[src/rtl/if_id_skid_stage.sv]
// if_id_skid_stage: elastic IF/ID pipeline register with a 2-entry skid buffer.
// Carries instruction, PC and PC+4 from fetch to decode over valid/ready.
// in_ready comes straight from a flop, so decode stall logic never reaches
// fetch combinationally. flush empties the stage and presents a NOP bubble.
// Optional build macro: IF_ID_SKID_STATS_EN adds stall_cycles / flush_kills
// saturating counters.
module if_id_skid_stage #(
  parameter int                 INSTR_W      = 32,
  parameter int                 ADDR_W       = 64,
  parameter logic [INSTR_W-1:0] BUBBLE_INSTR = INSTR_W'(32'h00000013)
) (
  input  logic               clk,
  input  logic               reset,
  input  logic               flush,
  input  logic               in_valid,
  output logic               in_ready,
  input  logic [INSTR_W-1:0] instr_in,
  input  logic [ADDR_W-1:0]  pc_in,
  input  logic [ADDR_W-1:0]  pcplus4_in,
  output logic               out_valid,
  input  logic               out_ready,
  output logic [INSTR_W-1:0] instr_out,
  output logic [ADDR_W-1:0]  pc_out,
  output logic [ADDR_W-1:0]  pcplus4_out
`ifdef IF_ID_SKID_STATS_EN
  ,
  output logic [31:0]        stall_cycles,
  output logic [31:0]        flush_kills
`endif
);

  typedef struct packed {
    logic [INSTR_W-1:0] instr;
    logic [ADDR_W-1:0]  pc;
    logic [ADDR_W-1:0]  pcplus4;
  } beat_t;

  typedef enum logic [1:0] {
    ST_EMPTY = 2'd0,
    ST_ONE   = 2'd1,
    ST_TWO   = 2'd2
  } state_e;

  // Empty entries always hold this value, so the outputs need no masking.
  localparam beat_t BUBBLE_BEAT = '{instr:   BUBBLE_INSTR,
                                    pc:      {ADDR_W{1'b0}},
                                    pcplus4: {ADDR_W{1'b0}}};

  state_e state_q, state_d;
  beat_t  main_q,  main_d;
  beat_t  skid_q,  skid_d;
  logic   in_ready_q,  in_ready_d;
  logic   out_valid_q, out_valid_d;

  beat_t  in_beat_s;
  logic   accept_s;
  logic   drain_s;

  assign in_beat_s = '{instr: instr_in, pc: pc_in, pcplus4: pcplus4_in};
  assign accept_s  = in_valid && in_ready_q;
  assign drain_s   = out_valid_q && out_ready;

  // Next-state and next-payload selection; flush overrides any handshake.
  always_comb begin
    state_d = state_q;
    main_d  = main_q;
    skid_d  = skid_q;
    if (flush) begin
      state_d = ST_EMPTY;
      main_d  = BUBBLE_BEAT;
      skid_d  = BUBBLE_BEAT;
    end else begin
      case (state_q)
        ST_EMPTY: begin
          if (accept_s) begin
            state_d = ST_ONE;
            main_d  = in_beat_s;
          end else begin
            state_d = ST_EMPTY;
          end
        end
        ST_ONE: begin
          if (accept_s && drain_s) begin
            main_d = in_beat_s;
          end else if (accept_s) begin
            state_d = ST_TWO;
            skid_d  = in_beat_s;
          end else if (drain_s) begin
            state_d = ST_EMPTY;
            main_d  = BUBBLE_BEAT;
          end else begin
            state_d = ST_ONE;
          end
        end
        ST_TWO: begin
          // in_ready is low here, so only a drain can move the state.
          if (drain_s) begin
            state_d = ST_ONE;
            main_d  = skid_q;
            skid_d  = BUBBLE_BEAT;
          end else begin
            state_d = ST_TWO;
          end
        end
        default: begin
          state_d = ST_EMPTY;
          main_d  = BUBBLE_BEAT;
          skid_d  = BUBBLE_BEAT;
        end
      endcase
    end
  end

  // Handshake flags are precomputed from the next state so both leave flops.
  always_comb begin
    in_ready_d  = (state_d != ST_TWO);
    out_valid_d = (state_d != ST_EMPTY);
  end

  // State and payload registers with synchronous reset.
  always_ff @(posedge clk) begin
    if (reset) begin
      state_q     <= ST_EMPTY;
      main_q      <= BUBBLE_BEAT;
      skid_q      <= BUBBLE_BEAT;
      in_ready_q  <= 1'b1;
      out_valid_q <= 1'b0;
    end else begin
      state_q     <= state_d;
      main_q      <= main_d;
      skid_q      <= skid_d;
      in_ready_q  <= in_ready_d;
      out_valid_q <= out_valid_d;
    end
  end

  assign in_ready    = in_ready_q;
  assign out_valid   = out_valid_q;
  assign instr_out   = main_q.instr;
  assign pc_out      = main_q.pc;
  assign pcplus4_out = main_q.pcplus4;

`ifdef IF_ID_SKID_STATS_EN
  // Saturating add of a small increment to a 32-bit counter.
  function automatic logic [31:0] sat_add(input logic [31:0] a, input logic [1:0] b);
    logic [32:0] sum;
    sum = {1'b0, a} + {31'b0, b};
    if (sum[32]) begin
      sat_add = 32'hFFFF_FFFF;
    end else begin
      sat_add = sum[31:0];
    end
  endfunction

  logic [31:0] stall_cycles_q, stall_cycles_d;
  logic [31:0] flush_kills_q,  flush_kills_d;
  logic [1:0]  held_cnt_s;

  // Number of valid entries currently held (discarded if a flush hits now).
  always_comb begin
    case (state_q)
      ST_EMPTY: held_cnt_s = 2'd0;
      ST_ONE:   held_cnt_s = 2'd1;
      ST_TWO:   held_cnt_s = 2'd2;
      default:  held_cnt_s = 2'd0;
    endcase
  end

  // Counter updates: stalls are back-pressured valid cycles, kills are flushed entries.
  always_comb begin
    stall_cycles_d = stall_cycles_q;
    flush_kills_d  = flush_kills_q;
    if (out_valid_q && !out_ready) begin
      stall_cycles_d = sat_add(stall_cycles_q, 2'd1);
    end else begin
      stall_cycles_d = stall_cycles_q;
    end
    if (flush) begin
      flush_kills_d = sat_add(flush_kills_q, held_cnt_s);
    end else begin
      flush_kills_d = flush_kills_q;
    end
  end

  // Statistics registers, cleared by reset.
  always_ff @(posedge clk) begin
    if (reset) begin
      stall_cycles_q <= 32'd0;
      flush_kills_q  <= 32'd0;
    end else begin
      stall_cycles_q <= stall_cycles_d;
      flush_kills_q  <= flush_kills_d;
    end
  end

  assign stall_cycles = stall_cycles_q;
  assign flush_kills  = flush_kills_q;
`endif

endmodule

[config.mk]
export PLATFORM = sky130hd
export DESIGN_NAME = if_id_skid_stage
export DESIGN_NICKNAME = d
export VERILOG_FILES = /design/src/rtl/if_id_skid_stage.sv
export SDC_FILE = /design/constraint.sdc
export NUM_CORES = 1
export LEC_CHECK = 0
export ABC_CLOCK_PERIOD_IN_PS = 3500
export CORE_UTILIZATION = 40
export CTS_CLUSTER_DIAMETER = 50
export DETAILED_ROUTE_END_ITERATION = 12
export SLEW_MARGIN = 15
export SYNTH_ARGS = -nofsm -noshare
export SYNTH_HDL_FRONTEND = slang
export SYNTH_SLANG_ARGS = --single-unit
[constraint.sdc]
create_clock -name clk -period 3.5 [get_ports clk]
set_input_delay 0.525 -clock clk [delete_from_list [all_inputs] [get_ports clk]]
set_output_delay 0.525 -clock clk [all_outputs]
set_load 0.02 [all_outputs]
## Word-level counts from Yosys, hierarchy flattened

Index checks and enable logic that the tools add are counted.

- Register bits after elaboration: 324
- Input bits: 165
- Output and inout bits: 162
- Logic and storage cells: 42

- Equal/unequal tests: 9
- Mux-type cells: 15
- Bitwise gates (word level): 1
- Reduce and logical (&&, ||, !) cells: 8

Operator list:

| cell | count |
|---|---|
| 2-to-1 mux 160 bit | 6 |
| case mux 160 bit (3 select lines) | 2 |
| != test 2 bit, second input constant | 5 |
| 2-to-1 mux 2 bit | 4 |
| AND reduction 4 bit | 2 |
| != test 3 bit, second input constant | 2 |
| case mux 2 bit (3 select lines) | 1 |
| logical AND 1 bit | 3 |
| equality test 2 x 1 -> 1 bit, second input constant | 1 |
| equality test 2 bit, second input constant | 1 |
| logical NOT 2 bit | 1 |
| 2-to-1 mux 1 bit | 2 |
| nonzero test 2 bit | 1 |
| OR reduction 2 bit | 1 |
| inverter 1 bit | 1 |

## Logic depth before layout (Yosys ltp)

Gate-level depths: netlist of run 1.

- Depth after elaboration: 7
- Depth in mapped cells: 8
- Gate-level depth less buffers: 4

## Worst setup path after synthesis of run 1

No wires, ideal clock.

- Kind: input port to flip-flop
- From: input out_ready
- To: register skid_q[125] in the netlist's numbering
- Setup time: 70 ps
- Arrival time: 1,766 ps
- Data required time: 3,430 ps
- Slack: 1,664 ps
- Stages on the path: 8
- Buffers on the path: 4
- Cell sequence: buf_2 and2_1 buf_2 nor2_1 buf_2 clkbuf_1 o21ai_0 a21oi_1

- Cells in the longest elaborated chain, start to end: 4
- Elaborated cells on any way between the ends: 5
- Classes of those cells: eq/ne (2); reduce/logical (3)

Ends and longest elaborated chain:

| what | line | RTL |
|---|---|---|
| from (decl) | 21 | `input logic out_ready,` |
| logical AND 1 bit (*) | 61 | `assign drain_s = out_valid_q && out_ready;` |
| logical AND 1 bit | 83 | `if (accept_s && drain_s) begin` |
| != test 2 bit (no line) | - |  |
| AND reduction 4 bit (no line) (*) | - |  |
| to (signal assigned) | 131 | `skid_q <= skid_d;` |
| to (decl) | 51 | `beat_t skid_q, skid_d;` |

Every way passes the cells marked *; elsewhere a longest branch is shown, timed or not.
A chain may end at the register's enable or synchronous reset.

## Worst setup path in the final report of run 1

- From: register out_valid_q (netlist: out_valid)
- To: output out_valid

RTL lines:

| what | line | RTL |
|---|---|---|
| from (decl) | 53 | `logic out_valid_q, out_valid_d;` |
| from (signal assigned) | 133 | `out_valid_q <= out_valid_d;` |
| to (decl) | 20 | `output logic out_valid,` |

No word-level cell between the ends.

==> flow_summary_export.csv, run 1 <==
group,metric,value,unit
logic_synthesis,syn-num-nets,2046,
power,powerDensity,471,mW/mm2
floorplanning,core,0.0389,mm2
global_route,grt_max_degree,219,
sta,rsz0062_at_grt,"no",
clock_network,path_clk_slew,0.05,ns
critical_path,critical_path.slowest_cell,"clkdlybuf4s50_1",
floorplanning,die_h,201,um
drt,vias,15800,
power,vdd_drop_max,305,uV
run,cap_violations,0,
logic_synthesis,yosysSeqAreaShare,40.9,%
global_route,grt_pass1_wl,84200,um
critical_path,reg2reg_depth,4,
sta,period_share,80.3,%
critical_path,rrSetupSlack,0.73,ns
drt,drt-initial-drc-count,1384,
global_route,use_met3,4.91,%
logic_synthesis,ys_types,36,
sta,slew_viol_final,0,
finish,final_common_cell,"clkdlybuf4s50_1",
sta,worstMarginPinSlew,1.26,ns
logic_synthesis,avgSynthCellArea,8.43,um2
global_route,grtUsageTotal,25.2,%
sta,fmax,356,MHz
drt,vias_per_cell,6.11,
critical_path,reg2reg_to,"skid_q[147]",
critical_path,cp-start-kind,"flop",
drt,drc,0,
power,power_leakage,0.00630,uW
logic_synthesis,synth_edf_count,0,
hold_path,min_path_cells,2,
placement,gp_congestion,0.761,
critical_path,crit_arrival,2.29,ns
critical_path,critPathMaxFanout,143,
logic_synthesis,synthFlopType,"dfxtp_1",
global_route,overflow,0,
logic_synthesis,yosysWarnings,0,
floorplanning,fp.dieW,201,um
logic_synthesis,ys_ff_latch,324,
sta,fin_ws,0.688,ns
clock_network,cts_max_path_buffers,3,
sta,finalSetupViolCount,0,
placement,post-dp-hpwl,28500,um
sta,holdWs,0.470,ns
sta,finalHoldViolations,0,
finish,fin_nets,2200,
clock_network,htreeDepth,2,
finish,layout_common_cells,"clkdlybuf4s50_1 (325), dfxtp_1 (321), a21oi_1 (167)",
global_route,grt_util_met2,39.2,%
global_route,antenna_found_initial,3,
sta,finalSetupTns,0,ns
critical_path,cpPeakStageDelay,0.75,ns
clock_network,cts_root_buffer,"clkbuf_16",
drt,dr.pass1.iters,5,
floorplanning,start_util,40.8,%
clock_network,cts_hold_buf,0,
clock_network,cts_tree,"yes",
drt,drt_wl_total,53700,um
clock_network,ctsResizeCount,0,
finish,drive_gt1_share,5.32,%
clock_network,clock-sinks,324,
global_route,grt.busiest_layer,"met2",
floorplanning,ioPinCount,327,
finish,area_delta_synth_final,30.6,%
placement,io_buffers,326,
logic_synthesis,synth_cells,1881,
floorplanning,die_area,0.0405,mm2
critical_path,crit_type,"flop to output pin",
clock_network,cts_setup_buffers,0,
sta,min_period,2.81,ns
critical_path,worst_path_dominant_cell_family,"buffers and inverters",
critical_path,end_kind,"output pin",
run_status,status,"completed",
global_route,grt_pass1_vias,14600,
drt,ant_nets,0,
clock_network,clk_latency,0.57,ns
hold_path,hold_path.class,"flop to flop",
logic_synthesis,synth_area,0.0159,mm2
global_route,grtUsageMet1,35.6,%
hold_path,min_from,"skid_q[65]",
critical_path,worst_ep_required_time,2.97,ns
finish,utilization,53.2,%
critical_path,path_cells,"buf_12 -> clkdlybuf4s50_1",
critical_path,r2r-start,"state_q[0]",
clock_network,cts_made_buffers,43,
critical_path,critPathBufInv,2,
placement,dp_slack,0.712,ns
floorplanning,rows,72,
hold_path,worstHoldEndpoint,"skid_q[65]",
sta,relSlewSlack,15.7,%
sta,finalClockSkew,0.0220,ns
drt,wl_per_cell,20.7,um
logic_synthesis,async_flop_share,0,%
flip-flops by register name, indices dropped and copies added, names as in the netlist:
signal	count
out_valid	1
pc_out	64
instr_out	32
state_q	2
skid_q	160
in_ready	1
pcplus4_out	64
worst min-delay path, stage by stage, from the launching register on:
cell and delay (ns):
dfxtp_1 0.30, o21ai_0 0.06, a21oi_1 0.06
metal layers:
metal,part of all wire [%],wire [um]
met1,45,24300
met2,46,24900
met3,6.9,3690
met4,1.6,844
met5,0.024,13
final cells by class:
cell class / count / area, um2
well taps: 518 / 648
multi-input cells: 1294 / 8360
clock buffers: 63 / 1270
inverters: 17 / 63.8
repair buffers: 355 / 3670
diodes: 2 / 5.00
fillers: 3615 / 18200
clock inverters: 16 / 184
flip-flops and latches: 324 / 6500
cell families after synthesis:
logic type                Yosys count  synth area share, %
AOI/OAI and AO/OA                 653                 24.8
xor gates and xnor gates            1               0.0552
buffers and inverters             263                 6.75
DFF                               324                 40.9
muxes                             157                 9.91
and+or+nand+nor                   483                 17.6
report_power, final:
part | total (uW) | internal [uW] | switching (uW)
Clock | 4480 | 2750 | 1730
Combinational | 1460 | 579 | 881
Sequential | 3820 | 3770 | 50.5
through the flow:
step | total power [uW] | instance area, um2 | cells
after floorplan | 4700 | 15900 | 1881
after global placement | 5340 | 19200 | 2507
after detailed placement | 5350 | 19200 | 2508
after CTS | 9850 | 20700 | 2587
after global routing | 10100 | 20700 | 2587
final | 9760 | 20700 | 2589
worst max path at each step:
stage	startpoint	endpoint	slack, ns	depth (start not counted)
after floorplan	out_ready	skid_q[125]	1.66	8
after global placement	out_ready	pc_out[9]	0.71	7
after detailed placement	out_ready	pc_out[6]	0.71	7
after CTS	out_valid	out_valid	0.68	2
after global routing	state_q[0]	skid_q[149]	0.54	4
final	out_valid	out_valid	0.69	2
cells in the mapped netlist, types with 3 or more instances:
| cell type | count | share of area [%] |
|---|---|---|
| nand4b_1 | 141 | 7.8 |
| nor2_1 | 163 | 3.9 |
| o21ai_1 | 7 | 0.22 |
| o32ai_1 | 16 | 0.88 |
| a21oi_1 | 167 | 5.3 |
| inv_1 | 17 | 0.40 |
| buf_2 | 65 | 2.1 |
| a22oi_1 | 157 | 7.4 |
| nor4_1 | 3 | 0.12 |
| or4_1 | 16 | 0.76 |
| clkbuf_1 | 168 | 4.0 |
| buf_1 | 11 | 0.26 |
| o22ai_1 | 142 | 5.6 |
| nand3_1 | 143 | 4.5 |
| dfxtp_1 | 324 | 41 |
| nand2_1 | 7 | 0.17 |
| o21ai_0 | 155 | 4.9 |
| mux2i_1 | 157 | 9.9 |
No activity file was read; power rests on OpenSTA's default activity.
==> inputs of run 2 (changes only) <==
--- a/config.mk
+++ b/config.mk
@@ -5,7 +5,7 @@
 export SDC_FILE = /design/constraint.sdc
 export NUM_CORES = 1
 export LEC_CHECK = 0
-export ABC_CLOCK_PERIOD_IN_PS = 3500
+export ABC_CLOCK_PERIOD_IN_PS = 2600
 export CORE_UTILIZATION = 40
 export CTS_CLUSTER_DIAMETER = 50
 export DETAILED_ROUTE_END_ITERATION = 12
==> constraint.sdc (replaced) <==
create_clock -name clk -period 2.6 [get_ports clk]
set_input_delay 0.39 -clock clk [delete_from_list [all_inputs] [get_ports clk]]
set_output_delay 0.39 -clock clk [all_outputs]
set_load 0.02 [all_outputs]
==> run 2 against run 1 <==
Critical path depth increased by 4. Power increased by 35%. Sequential share of layout area decreased by 0.21 points. Register-to-register slack got worse by 0.23 ns. Clock-buffer cell count unchanged. Largest power group unchanged. Hold slack got worse by 0.00079 ns. Wire length about the same. Critical endpoint is now pcplus4_out[18].
==> flow_summary_export.csv, run 2 (synthesis results as in run 1) <==
group,metric,value,unit
run_status,status,"completed",
drt,vias,15700,
power,p_sw_share,27.7,%
global_route,overflow,0,
drt,wl_per_cell,20.7,um
clock_network,cts_hold_buf,0,
sta,finalHoldViolations,0,
clock_network,cts_max_path_buffers,3,
finish,final_common_cell,"clkdlybuf4s50_1",
clock_network,cts_made_buffers,43,
critical_path,crit_arrival,2.55,ns
drt,drt_wl_total,53700,um
finish,largest_reg_flops,160,
finish,regMostFlops,"skid_q",
sta,period_share,80.9,%
floorplanning,rows,72,
sta,fmax,475,MHz
power,powerDensity,630,mW/mm2
critical_path,critPathMaxFanout,68,
placement,placed_area,0.0194,mm2
placement,io_buffers,326,
floorplanning,die_area,0.0405,mm2
clock_network,path_clk_slew,0.06,ns
floorplanning,die_h,201,um
floorplanning,start_util,40.8,%
power,seq_power_share,39.2,%
placement,dp.cells,2518,
sta,relSlewSlack,32.6,%
floorplanning,core,0.0389,mm2
power,switching_power,3640,uW
sta,worstMarginPinSlew,1.01,ns
global_route,grt_max_degree,193,
hold_path,hold_path.class,"flop to flop",
floorplanning,fp.dieW,201,um
sta,finalSetupViolCount,0,
floorplanning,ioPinCount,327,
sta,finalSetupTns,0,ns
placement,gp_congestion,0.761,
global_route,antenna_found_initial,5,
power,power_leakage,0.00638,uW
drt,drc,0,
global_route,grtUsageTotal,25.5,%
finish,num-fill-cells,3595,
global_route,grt_pass1_vias,14500,
power,vdd_drop_max,448,uV
drt,dr.pass1.iters,6,
finish,fin_cells,2600,
drt,ant_nets,0,
clock_network,cts_setup_buffers,0,
sta,slew_viol_final,0,
finish,finalInstanceArea,0.0208,mm2
global_route,grt_pass1_wl,84700,um
clock_network,cts_tree,"yes",
finish,layout_common_cells,"clkdlybuf4s50_1 (325), dfxtp_1 (321), a21oi_1 (167)",
power,power_frac_clock,45.8,%
critical_path,crit_type,"flop to flop",
power,power.total,13100,uW
sta,finalClockSkew,0.0129,ns
power,p_comb_share,15.1,%
finish,area_delta_synth_final,31.5,%
sta,rsz0062_at_grt,"no",
clock_network,htreeDepth,2,
critical_path,end_kind,"flop",
power,power.internal,9490,uW
critical_path,worst_ep_required_time,3.05,ns
clock_network,ctsResizeCount,0,
clock_network,clk_latency,0.56,ns
critical_path,rrSetupSlack,0.50,ns
finish,fin_nets,2210,
drt,vias_per_cell,6.04,
clock_network,cts_root_buffer,"clkbuf_16",
placement,post-dp-hpwl,29500,um
run,cap_violations,0,
drt,drt-initial-drc-count,1458,
clock_network,clock-sinks,324,
critical_path,cp-start-kind,"flop",
finish,drive_gt1_share,5.92,%
sta,min_period,2.10,ns
==> run 2: layer usage <==
metal | wire length [um] | vias up | GRT usage [%] | share of wire (%)
li1 | - | 7418 | - | -
met1 | 24000 | 7639 | 36.3 | 45
met2 | 24800 | 583 | 38.6 | 46
met3 | 3980 | 69 | 5.12 | 7.4
met4 | 965 | 4 | 7.28 | 1.8
met5 | 23 | - | 0 | 0.043
==> run 2: path summary, 6_finish.rpt <==
check | to | start | depth (start not counted)
setup / recovery | pcplus4_out[18] | state_q[1] | 6
hold / removal | skid_q[70] | skid_q[70] | 2
hold reg to reg | skid_q[70] | skid_q[70] | 2
setup reg to reg | pcplus4_out[18] | state_q[1] | 6
==> run 2: critical path: stages (launching register included) <==
cell and delay, ns:
dfxtp_4 0.64, nand3b_1 0.28, buf_12 0.37, buf_4 0.31, o22ai_1 0.11, a22oi_1 0.20, nor2_1 0.06
==> run 2: final cells by class <==
| type | instances | area (um2) | share of cell area (%) |
|---|---|---|---|
| clock buffer | 63 | 1320 | 6.31 |
| inverter | 17 | 63.8 | 0.306 |
| antenna | 3 | 7.51 | 0.0360 |
| clock inverter | 16 | 139 | 0.666 |
| tap | 518 | 648 | 3.11 |
| sequential | 324 | 6500 | 31.2 |
| timing repair buffer | 365 | 3820 | 18.3 |
| multi-input combinational | 1294 | 8360 | 40.1 |
==> run 2: through the flow <==
step	worst slack, ns	utilization, %	hold slack, ns
6_report	0.496	53.6	0.469
5_1_grt	0.309	53.6	0.479
4_1_cts	0.473	53.6	0.446
3_5_place_dp	0.261	49.8	0.463
3_3_place_gp	0.261	49.8	0.456
2_1_floorplan	0.820	-	0.449
==> run 2: power by group through the flow <==
stage                     sequential, uW  clock [uW]  combinational (uW)
after detailed placement            5260           0                1970
final                               5150        6010                1980
after floorplan                     5340           0                 994
after global placement              5260           0                1950
after global routing                5160        6340                2120
after CTS                           5150        6110                1970
==> inputs of run 3 (changes only) <==
--- a/config.mk
+++ b/config.mk
@@ -5,10 +5,11 @@
 export SDC_FILE = /design/constraint.sdc
 export NUM_CORES = 1
 export LEC_CHECK = 0
-export ABC_CLOCK_PERIOD_IN_PS = 2600
+export ABC_CLOCK_PERIOD_IN_PS = 1700
 export CORE_UTILIZATION = 40
 export CTS_CLUSTER_DIAMETER = 50
 export DETAILED_ROUTE_END_ITERATION = 12
+export PLACE_DENSITY = 0.67
 export SLEW_MARGIN = 15
 export SYNTH_ARGS = -nofsm -noshare
 export SYNTH_HDL_FRONTEND = slang
==> constraint.sdc (replaced) <==
create_clock -name clk -period 1.7 [get_ports clk]
set_input_delay 0.255 -clock clk [delete_from_list [all_inputs] [get_ports clk]]
set_output_delay 0.255 -clock clk [all_outputs]
set_load 0.02 [all_outputs]
==> run 3 against run 2 <==
The flow now finishes with violations (setup timing). Register-to-register slack lost 0.52 ns. Setup slack worse by 0.52 ns. Combinational power increased by 82%. Hold slack got worse by 0.21 ns. Wire length grew 7.7%. Critical endpoint unchanged. Cell count is 3.2% higher. Utilization rose by 4.2 points.
==> flow_summary_export.csv, run 3 (synthesis results as in run 1) <==
group,metric,value,unit
drt,vias,16600,
run_status,violations,"setup timing",
floorplanning,rows,72,
sta,period_share,101,%
drt,dr.pass1.iters,6,
clock_network,cts_tree,"yes",
hold_path,min_path_cells,4,
finish,area_delta_synth_final,41.8,%
global_route,overflow,0,
sta,finalSetupViolCount,9,
power,power_leakage,0.00786,uW
finish,final_common_cell,"dfxtp_1",
sta,relSlewSlack,52.4,%
critical_path,critPathMaxFanout,7,
sta,slew_viol_final,0,
critical_path,worst_ep_required_time,2.19,ns
sta,fin_ws,-0.0211,ns
drt,drt-initial-drc-count,1450,
sta,worstMarginPinSlew,0.714,ns
finish,finalInstanceArea,0.0225,mm2
critical_path,end_kind,"flop",
clock_network,cts_made_buffers,43,
hold_path,min_from,"out_ready",
power,powerDensity,928,mW/mm2
floorplanning,die_area,0.0405,mm2
hold_path,hold_path.class,"primary input to flop",
critical_path,reg2reg_to,"pcplus4_out[18]",
sta,holdWs,0.262,ns
run_status,status,"finished, violations left",
floorplanning,die_h,201,um
finish,regMostFlops,"skid_q",
sta,finalHoldViolations,0,
sta,fmax,581,MHz
critical_path,r2r-start,"state_q[1]",
hold_path,worstHoldEndpoint,"instr_out[4]",
floorplanning,start_util,40.8,%
clock_network,cts_max_path_buffers,3,
placement,placed_area,0.0201,mm2
placement,io_buffers,326,
critical_path,crit_arrival,2.21,ns
critical_path,crit_type,"flop to flop",
sta,rsz0062_at_grt,"yes",
finish,drive_gt1_share,12.6,%
floorplanning,ioPinCount,327,
finish,largest_reg_flops,160,
global_route,grt_pass1_wl,85200,um
floorplanning,core,0.0389,mm2
clock_network,clock-sinks,324,
critical_path,reg2reg_depth,8,
global_route,antenna_found_initial,4,
drt,drt_wl_total,57800,um
drt,ant_nets,0,
clock_network,path_clk_slew,0.06,ns
finish,utilization,57.8,%
global_route,grtUsageTotal,25.5,%
placement,gp_congestion,0.790,
clock_network,htreeDepth,2,
critical_path,rrSetupSlack,-0.02,ns
placement,dp_slack,-0.244,ns
sta,min_period,1.72,ns
drt,wl_per_cell,21.6,um
run,cap_violations,0,
finish,layout_common_cells,"dfxtp_1 (321), a21oi_1 (166), clkdlybuf4s50_1 (163)",
floorplanning,fp.dieW,201,um
global_route,grt_max_degree,154,
placement,post-dp-hpwl,32400,um
global_route,grt_pass1_vias,15400,
critical_path,cp-start-kind,"flop",
clock_network,clk_latency,0.56,ns
power,vdd_drop_max,712,uV
finish,fin_nets,2296,
clock_network,cts_root_buffer,"clkbuf_16",
drt,drc,0,
drt,vias_per_cell,6.19,
sta,finalClockSkew,0.0128,ns
[run 3: cell types whose count changed in the layout (fill, tap and decap cells not counted), sizes merged]
cell	previous run	this run
buf	40	105
clkdlybuf4s50	325	163
dlygate4sd2	0	161
inv	20	18
clkinvlp	3	4
clkinv	9	6
diode	3	2
bufbuf	0	1
clkdlybuf4s15	0	1
bufinv	1	4
clkbuf	63	81
[run 3: how the worst max path moves through the flow]
stage,from,to,slack [ns]
2_1_floorplan,out_valid,skid_q[125],0.01
5_1_grt,state_q[1],instr_out[3],-0.06
4_1_cts,state_q[1],pcplus4_out[3],0.004
6_report,state_q[1],pcplus4_out[18],-0.02
3_3_place_gp,in_valid,pc_out[60],-0.20
3_5_place_dp,in_valid,pcplus4_out[5],-0.24
[run 3: worst max-delay path, stage by stage, from the launching register on]
cell and delay, ns:
dfxtp_4 0.39, nand3b_1 0.23, buf_4 0.18, o22ai_4 0.18
buf_12 0.16, clkbuf_16 0.19, clkbuf_16 0.16, a22oi_1 0.06
nor2_1 0.09
[run 3: what timing repair did]
action                                  CTS  global route
hold buffers                              0             0
pin swaps                                 0            74
buffers inserted                          0             8
resized for setup                       167            90
gates cloned                              1            22
endpoints found under the setup margin  165           244
[run 3: power by group]
group          internal (uW)  switching [uW]  total [uW]
Combinational           1570            2040        3610
Sequential              7760             113        7880
Clock                   5830            3560        9390
[run 3: area by class of cell]
type	instances	area (um2)
antenna	2	5.00
clock buffer	61	1280
clock inverter	15	198
fill	3427	16400
inverter	17	67.6
multi-input combinational	1294	8690
sequential	324	6500
tap	518	648
timing repair buffer	451	5110
[run 3: metal layers]
| layer | GRT usage, % | wire length (um) | up-vias |
|---|---|---|---|
| li1 | - | - | 7598 |
| met1 | 34.5 | 24400 | 8087 |
| met2 | 40.8 | 27300 | 793 |
| met3 | 4.75 | 4570 | 107 |
| met4 | 8.37 | 1500 | 4 |
| met5 | 0 | 18 | - |
[run 3: metrics by stage]
| step | cells | setup TNS (ns) | total power, uW |
|---|---|---|---|
| final | 2682 | -0.0650 | 20900 |
| after global routing | 2682 | -4.57 | 21600 |
| after CTS | 2651 | 0 | 20600 |
| after detailed placement | 2574 | -50.01 | 11300 |
| after global placement | 2574 | -38.52 | 11200 |
| after floorplan | 1881 | 0 | 9690 |
